## config.mk

```make
export PLATFORM = sky130hd
export DESIGN_NAME = hs_sequencer_flat
export DESIGN_NICKNAME = d
export VERILOG_FILES = /design/src/rtl/hs_sequencer_if.sv /design/src/rtl/hs_sequencer.sv /design/src/flat_wrapper.sv
export SDC_FILE = /design/constraint.sdc
export NUM_CORES = 1
export LEC_CHECK = 0
export CAP_MARGIN = 20
export CORE_MARGIN = 3
export CORE_UTILIZATION = 47
export CTS_CLUSTER_DIAMETER = 200
export DETAILED_ROUTE_END_ITERATION = 6
export GPL_TIMING_DRIVEN = 0
export HOLD_SLACK_MARGIN = 0.05
export PLACE_DENSITY = 0.84
export SLEW_MARGIN = 20
export SYNTH_ARGS = -nofsm -noshare
export SYNTH_HDL_FRONTEND = slang
export SYNTH_SLANG_ARGS = --single-unit
```

## constraint.sdc

```tcl
create_clock -name SymClk -period 2.1 [get_ports SymClk]
set_input_delay 0.42 -clock SymClk [delete_from_list [all_inputs] [get_ports SymClk]]
set_output_delay 0.42 -clock SymClk [all_outputs]
set_load 0.02 [all_outputs]
```

## src/rtl/hs_sequencer_if.sv

```systemverilog
// Phase-select / symbol bus between the HS control FSM (master) and the
// HS symbol sequencer (slave).
interface hs_sequencer_if;
  logic       Sequencer_En;
  logic       Sync;
  logic       Post;
  logic       Pre_Done;
  logic       Sync_Done;
  logic       Post_Done;
  logic [2:0] SeqSym;

  modport master (
    output Sequencer_En, Sync, Post,
    input  Pre_Done, Sync_Done, Post_Done, SeqSym
  );

  modport slave (
    input  Sequencer_En, Sync, Post,
    output Pre_Done, Sync_Done, Post_Done, SeqSym
  );
endinterface

```

## src/rtl/hs_sequencer.sv

```systemverilog
// C-PHY HS burst symbol sequencer: emits preamble, sync word or post symbols
// one per SymClk and raises a sticky per-phase done flag.
module hs_sequencer (
  input  logic     SymClk,
  input  logic     reset,
  hs_sequencer_if.slave bus
);
  typedef enum logic [1:0] {IDLE, PRE, SYNC, POST} phase_t;

  phase_t     phase_q, phase_d, req;
  logic [3:0] cnt_q, cnt_d;
  logic [2:0] sym_q, sym_d;
  logic [2:0] done_q, done_d;  // {pre, sync, post}

  function automatic logic [3:0] seq_len(phase_t p);
    case (p)
      PRE:        seq_len = 4'd13;
      SYNC, POST: seq_len = 4'd7;
      default:    seq_len = 4'd0;
    endcase
  endfunction

  function automatic logic [2:0] seq_sym(phase_t p, logic [3:0] i);
    case (p)
      PRE:     seq_sym = 3'd3;
      SYNC:    seq_sym = (i == 4'd0 || i == 4'd6) ? 3'd3 : 3'd4;
      POST:    seq_sym = 3'd4;
      default: seq_sym = 3'd0;
    endcase
  endfunction

  function automatic logic [2:0] done_bit(phase_t p);
    case (p)
      PRE:     done_bit = 3'b100;
      SYNC:    done_bit = 3'b010;
      POST:    done_bit = 3'b001;
      default: done_bit = 3'b000;
    endcase
  endfunction

  always_ff @(posedge SymClk or negedge reset) begin
    if (!reset) begin
      phase_q <= IDLE;
      cnt_q   <= 4'd0;
      sym_q   <= 3'd0;
      done_q  <= 3'b000;
    end else begin
      phase_q <= phase_d;
      cnt_q   <= cnt_d;
      sym_q   <= sym_d;
      done_q  <= done_d;
    end
  end

  always_comb begin
    phase_d = phase_q;
    cnt_d   = cnt_q;
    sym_d   = sym_q;
    done_d  = done_q;
    req     = bus.Sync ? SYNC : (bus.Post ? POST : PRE);
    if (!bus.Sequencer_En) begin
      phase_d = IDLE;
      cnt_d   = 4'd0;
      sym_d   = 3'd0;
      done_d  = 3'b000;
    end else if (req != phase_q) begin
      // Any change of requested phase restarts at symbol 0 and aborts the old one
      phase_d = req;
      cnt_d   = 4'd1;
      sym_d   = seq_sym(req, 4'd0);
      done_d  = 3'b000;
    end else if (cnt_q < seq_len(phase_q)) begin
      sym_d = seq_sym(phase_q, cnt_q);
      cnt_d = cnt_q + 4'd1;
      if (cnt_q == seq_len(phase_q) - 4'd1)
        done_d = done_bit(phase_q);
    end
    // Once Count saturates at len, symbol and done flag simply hold
  end

  assign bus.SeqSym    = sym_q;
  assign bus.Pre_Done  = done_q[2];
  assign bus.Sync_Done = done_q[1];
  assign bus.Post_Done = done_q[0];
endmodule

```

## src/flat_wrapper.sv

```systemverilog
// flat-port wrapper written by rule: the top's interface ports become plain ports
module hs_sequencer_flat 
  (SymClk, reset, bus_Sequencer_En, bus_Sync, bus_Post, bus_Pre_Done, bus_Sync_Done, bus_Post_Done, bus_SeqSym);
  hs_sequencer_if bus_i ();
  input  logic SymClk;
  input  logic reset;
  input wire logic [$bits(bus_i.Sequencer_En)-1:0] bus_Sequencer_En;
  input wire logic [$bits(bus_i.Sync)-1:0] bus_Sync;
  input wire logic [$bits(bus_i.Post)-1:0] bus_Post;
  output wire logic [$bits(bus_i.Pre_Done)-1:0] bus_Pre_Done;
  output wire logic [$bits(bus_i.Sync_Done)-1:0] bus_Sync_Done;
  output wire logic [$bits(bus_i.Post_Done)-1:0] bus_Post_Done;
  output wire logic [$bits(bus_i.SeqSym)-1:0] bus_SeqSym;
  assign bus_i.Sequencer_En = bus_Sequencer_En;
  assign bus_i.Sync = bus_Sync;
  assign bus_i.Post = bus_Post;
  assign bus_Pre_Done = bus_i.Pre_Done;
  assign bus_Sync_Done = bus_i.Sync_Done;
  assign bus_Post_Done = bus_i.Post_Done;
  assign bus_SeqSym = bus_i.SeqSym;
  hs_sequencer u_core (.SymClk(SymClk), .reset(reset), .bus(bus_i));
endmodule
```

==> results of run 1 <==
==> timing repair <==
item,in CTS,in global routing
hold buffers,0,0
endpoints found under the setup margin,4,4
pin swaps,2,5
buffers inserted,5,2
gates resized for setup,4,12
==> power by group through the flow <==
stage	clock network, mW	registers [mW]	logic [mW]
finish	0.146	0.227	0.125
global route	0.159	0.228	0.135
CTS	0.150	0.226	0.115
detailed placement	0	0.232	0.0990
global placement	0	0.231	0.0947
floorplan	0	0.233	0.0600
==> layout make-up <==
cell class / instances / area share, %
multi-input cells: 59 / 48.8
flip-flops and latches: 11 / 26.7
repair buffers: 17 / 15.0
inverters: 7 / 2.76
clock buffers: 4 / 2.52
plain buffers: 3 / 2.28
well taps: 16 / 1.92
==> stage by stage <==
step           cell area, sq um  setup TNS [ps]  total power, mW
3_3_place_gp                897            -110            0.326
4_1_cts                     970               0            0.490
3_5_place_dp                897            -265            0.331
5_1_grt                    1040           -65.3            0.522
2_1_floorplan               777               0            0.293
6_report                   1040               0            0.498
==> worst register-to-register path: cells and delay by family (launching register included) <==
family / cells / cell delay [ps]
flops: 1 / 410
compound gates: 3 / 480
fa+ha+maj: 1 / 180
simple gates: 2 / 730
buf+inv: 2 / 200
==> kinds of logic (layout without fill, tap and decap cells) <==
logic type	count (synthesis)	after routing	synth area share, %
compound gates	22	22	20.0
xor+xnor	1	1	1.13
fa+ha+maj	7	7	11.3
buf+inv	10	31	6.44
flops	11	11	35.4
mux	3	3	4.03
simple gates	26	26	21.7
==> per-layer routing <==
metal,track usage [%],vias to the layer above,wire (microns)
met5,0,-,0
met4,1.66,0,4
met3,5.86,2,112
met2,30.5,27,1020
met1,21.1,329,770
li1,-,339,-
==> final timing paths <==
path	from	endpoint	slack (ps)
worst max register to register	u_core.phase_q[1]	u_core.done_q[2]	20
worst min register to register	u_core.done_q[1]	u_core.done_q[1]	540
min in group SymClk	u_core.done_q[1]	u_core.done_q[1]	540
max in group asynchronous	reset	u_core.cnt_q[1]	1250
worst max-delay path	u_core.phase_q[1]	u_core.done_q[2]	20
worst min-delay path	reset	u_core.cnt_q[0]	480
==> placed cells by master (no fill, tap or decap), types with 3 or more instances in the layout <==
master,netlist,routed
a21oi_1,7,5
buf_4,1,7
clkbuf_4,0,3
clkdlybuf4s50_1,0,10
dfrtp_1,11,9
ha_1,7,5
inv_1,7,5
nand2_1,5,5
nand3_1,4,4
nor2_1,3,3
o21ai_0,4,4
o31ai_1,5,4
or4_4,0,3
==> state kept, by name, indices dropped and copies added, names as in the netlist <==
signal / cells
u_core.done_q: 3
u_core.cnt_q: 4
u_core.bus.SeqSym: 2
u_core.phase_q: 2
==> key figures, run 1 <==
Outcome
  • Status: finished clean

Floorplanning
  • # IOs: 11
  • Die Area: 2180 sq um
  • CORE AREA: 1520 sq um
  • Cell row count: 14
  • Initial core utilization: 51.0%
  • Die Wd: 46.7 microns
  • Die H: 46.7 microns

Logic synthesis
  • Post-synthesis sequential area ratio: 35.4%
  • Unique masters post-synth: 30
  • Post-Syn Area per Cell: 9.71 sq um
  • Synth top area share: 35.4%
  • Syn Nets: 92
  • Warnings, synthesis: 0
  • Mapped cell area: 777 sq um
  • Top post-synthesis cells by count: 11 x dfrtp_1, 7 x a21oi_1, 7 x ha_1, 7 x inv_1
  • Synth Flop Type: dfrtp_1
  • Synth Instances: 80
  • Fraction of registers with async set/reset: 100%
  • #FFs+latches synth: 11
  • Yosys top cell by area: dfrtp_1
  • Number of synthesized flops with an enable pin: 0
  • Largest cells by area after synthesis: dfrtp_1 35%, ha_1 11%, o31ai_1 4.8%
  • Most common cell in the netlist: dfrtp_1

CTS
  • Sink Count: 11
  • Clock buffer depth: 2
  • CTS tree: built
  • TritonCTS buffer count: 3
  • CTS root buf: clkbuf_4
  • Worst skew pair latency: 270 ps
  • Clock slew at reported path FFs: 70 ps
  • H-Tree Level Count: 1

Timing
  • Tcrit/Tclk final: 98.8%
  • Final hold viol count: 0
  • Clock Skews: 4.27 ps
  • F_max: 482 MHz
  • Fin crit period: 2080 ps
  • Final worst setup slack: 24.3 ps
  • Worst-Margin Slew: 503 ps
  • Slew headroom: 66.3%
  • Slew Limit Fails: 0
  • Hold slack: 481 ps
  • Setup violations, final: 0

Critical path
  • Buf/Inv on CP: 2
  • Crit path launch type: flop
  • Worst endpoint required time: 2300 ps
  • CP Depth: 8
  • WS Path Type: flop to flop
  • CP max FO: 6
  • CP arrival: 2270 ps
  • Critical path's slowest cell: or4_4
  • Worst path cell trace: or2_4 -> inv_4 -> ha_4 -> o21a_1 -> o31a_4 -> buf_6 -> or4_4 -> a21oi_2
  • Largest stage delay on the critical path: 480 ps
  • CP endpoint kind: flop
  • Reg2Reg Depth: 8
  • CP top delay family: simple AND/OR/NAND/NOR gates

Place
  • Global placement routability congestion: 0.779
  • Pre-CTS setup slack: -99.0 ps
  • Placed cells: 106
  • IO buf count: 10
  • Hpwl dp: 1250 microns

Detailed routing
  • Vias/cell: 5.96
  • Remaining DRCs: 0
  • Antenna Nets Post-Route: 0
  • Wire per inst: 16.3 microns
  • Initial DRC Count: 12
  • Pre-antenna DRT Iters: 4
  • WL final: 1910 microns
  • DR vias: 697

Global routing
  • Largest net degree at the start of global routing: 12
  • Initial antenna violation count: 0
  • Gr usage total: 17.3%
  • First-pass GRT wire length: 2620 microns
  • Number of global-route vias before repair: 610
  • Grt ovf: 0

Layout
  • Fill count: 113
  • Post-layout util: 68.3%
  • Nets: 114
  • Share of post-route cells with drive strength above 1: 32.7%
  • Storage cell area: 278 sq um
  • Fin cells: 117
  • Multi-input logic area: 508 sq um
  • P&R area growth vs syn: 34.0%
  • N_diodes: 0

Worst hold path
  • Min-delay worst type: input port to async pin

Pwr
  • Clock network power share: 29.4%
  • Switching Share: 28.7%
  • Flop pwr share: 45.5%
  • P_int: 0.355 mW
  • Worst vdd ir: 0.404 mV
  • Psw: 0.143 mW
  • Pwr/cell area: 478 nW/um^2
  • Comb power frac: 25.1%
  • Leakage: 0.443 nW

Flow run
  • Max cap viols: 0
(Power assumes the default switching activity.)
==> run 2: changes to the inputs <==
- CORE_MARGIN: 3 -> 8
- HOLD_SLACK_MARGIN: 0.05 -> 0.12
==> key figures, run 2 (same netlist as run 1, synthesis figures left out) <==
Critical path
  • Reg2Reg Depth: 8 (unchanged)
  • Buf/Inv on CP: 3 (+1)
  • Critical path's slowest cell: or4_4
  • Top cell by count, worst path: buf_6
  • Reg2reg end: u_core.done_q[2]
  • Worst endpoint required time: 2300 ps (about the same)
  • Crit path launch type: flop
  • Worst r2r src: u_core.phase_q[1]
  • CP arrival: 2300 ps (+30 ps)
  • CP endpoint kind: flop
  • CP max FO: 5 (-1)
  • Worst path cell trace: buf_6 -> inv_4 -> ha_4 -> nor2b_4 -> o31a_4 -> buf_6 -> or4_4 -> a21oi_2
  • Largest stage delay on the critical path: 480 ps (about the same)
  • CP top delay family: simple AND/OR/NAND/NOR gates
  • FF-to-FF setup slack: 7 ps (-20 ps)
  • WS Path Type: flop to flop

Layout
  • Multi-input logic area: 492 sq um (-3.2%)
  • Fill count: 122 (+8.0%)
  • Share of post-route cells with drive strength above 1: 29.4% (-3.3 points)
  • Fin cells: 118 (+0.85%)
  • Most frequent cells in the layout: 10 x clkdlybuf4s50_1, 9 x dfrtp_1, 8 x buf_4
  • Nets: 115 (+0.88%)
  • Biggest regs: u_core.cnt_q (4), u_core.done_q (3)
  • Storage cell area: 278 sq um (unchanged)
  • Largest Register: u_core.cnt_q
  • Max FFs per register: 4 (unchanged)
  • N_diodes: 0 (unchanged)
  • Post-layout util: 67.7% (-0.57 points)
  • Finished Cell Area: 1030 sq um (-0.84%)
  • Most common cell after layout, fill and taps aside: clkdlybuf4s50_1
  • P&R area growth vs syn: 32.9%

CTS
  • CTS tree: built
  • TritonCTS buffer count: 3 (unchanged)
  • CTS root buf: clkbuf_4
  • Clock buffer depth: 2 (unchanged)
  • Sink Count: 11 (unchanged)
  • Clock slew at reported path FFs: 80 ps (about the same)
  • Worst skew pair latency: 280 ps (about the same)
  • H-Tree Level Count: 1 (unchanged)

Timing
  • Worst-Margin Slew: 537 ps (+33.4 ps)
  • Slew Limit Fails: 0 (unchanged)
  • Fin crit period: 2090 ps (+16.9 ps)
  • Setup TNS: 0 ps (unchanged)
  • F_max: 478 MHz (-0.81%)
  • Clock Skews: 5.50 ps (+1.23 ps)
  • Slew headroom: 64.1% (-2.2 points)
  • RSZ-0062 raised after global routing: yes
  • Final hold viol count: 0 (unchanged)
  • Setup violations, final: 0 (unchanged)
  • Tcrit/Tclk final: 99.6% (+0.80 points)

Detailed routing
  • Initial DRC Count: 10 (-2)
  • WL final: 2030 microns (+6.4%)
  • Wire per inst: 17.2 microns (+5.5%)
  • Remaining DRCs: 0 (unchanged)
  • DR vias: 690 (-1.0%)
  • Pre-antenna DRT Iters: 4 (unchanged)
  • Vias/cell: 5.85 (-1.8%)
  • Antenna Nets Post-Route: 0 (unchanged)

Floorplanning
  • # IOs: 11 (unchanged)
  • Die Wd: 56.7 microns (+21%)
  • Die H: 56.7 microns (+21%)
  • Initial core utilization: 51.0% (unchanged)
  • Cell row count: 14 (unchanged)
  • Die Area: 3210 sq um (+47%)
  • CORE AREA: 1520 sq um (unchanged)

Place
  • Hpwl dp: 1320 microns (+5.0%)
  • IO buf count: 10 (unchanged)
  • Placed Area: 897 sq um (unchanged)
  • Placed cells: 106 (unchanged)
  • Global placement routability congestion: 0.800 (+2.7%)

Global routing
  • Number of global-route vias before repair: 699 (+15%)
  • Largest net degree at the start of global routing: 12 (unchanged)
  • First-pass GRT wire length: 3320 microns (+27%)
  • Grt ovf: 0 (unchanged)
  • Gr usage total: 13.2% (-4.1 points)
  • Initial antenna violation count: 0 (unchanged)

Worst hold path
  • Min-delay worst type: input port to async pin

Flow run
  • Max cap viols: 0 (unchanged)

Pwr
  • Pwr Total: 0.509 mW (+2.2%)
  • Worst vdd ir: 0.443 mV (+9.6%)
  • Pwr/cell area: 493 nW/um^2 (+3.0%)
  • Leakage: 0.445 nW (+0.41%)

Outcome
  • Status: finished clean
[run 2: cell count changes in the layout (fill, tap and decap cells not counted)]
cell / previous run / this run
a21oi_1: 5 / 6
a21oi_2: 2 / 1
buf_4: 7 / 8
o31ai_1: 4 / 5
o31ai_2: 1 / 0
or4_1: 1 / 3
or4_4: 3 / 1
[run 2: what timing repair did]
item	4_1_cts	5_1_grt
hold buffers	0	0
pin swaps	2	4
buffers inserted	5	3
gates resized for setup	3	9
endpoints found under the setup margin	4	4
[run 2: worst max-delay path by stage]
| stage | slack [ps] | from | cells after the start | end |
|---|---|---|---|---|
| floorplan | 40 | u_core.phase_q[1] | 8 | u_core.done_q[2] |
| global placement | -40 | u_core.phase_q[1] | 8 | u_core.done_q[1] |
| detailed placement | -90 | u_core.phase_q[1] | 8 | u_core.done_q[1] |
| CTS | 1 | u_core.phase_q[1] | 8 | u_core.done_q[1] |
| global route | -60 | u_core.phase_q[1] | 9 | u_core.done_q[2] |
| finish | 7 | u_core.phase_q[1] | 8 | u_core.done_q[2] |
[run 2: stage by stage]
stage               worst slack [ps]  hold slack, ps
finish                          7.43             484
global route                   -58.5             528
CTS                             1.35             487
detailed placement             -90.4             534
global placement               -44.0             521
floorplan                       43.0             124
[run 2: worst register-to-register path, delay by kind of cell, from the launching register on]
family | cells | cell delay (ps)
adder cells (fa/ha/maj) | 1 | 180
flip-flops | 1 | 420
buffers and inverters | 3 | 310
AND/OR/NAND/NOR | 2 | 600
AO/OA/AOI/OAI | 2 | 500
[run 2: cell type report]
cell class	instances	area share [%]
multi-input combinational	59	47.6
inverter	7	2.79
tap	16	1.94
buffer	3	2.30
sequential	11	26.9
clock buffer	4	2.55
timing repair buffer	18	15.9
[run 2: power breakdown]
group	switching (mW)	internal, mW	total, mW
clock network	0.0803	0.0738	0.154
logic	0.0624	0.0660	0.128
registers	0.00723	0.219	0.226
total	0.150	0.359	0.509
[run 2: per-layer routing]
metal / vias up / wire, microns / GRT usage, %
met5: - / 0 / 0
met4: 0 / 38 / 5.50
met3: 4 / 87 / 6.07
met2: 12 / 1050 / 21.3
met1: 335 / 855 / 14.5
li1: 339 / - / -
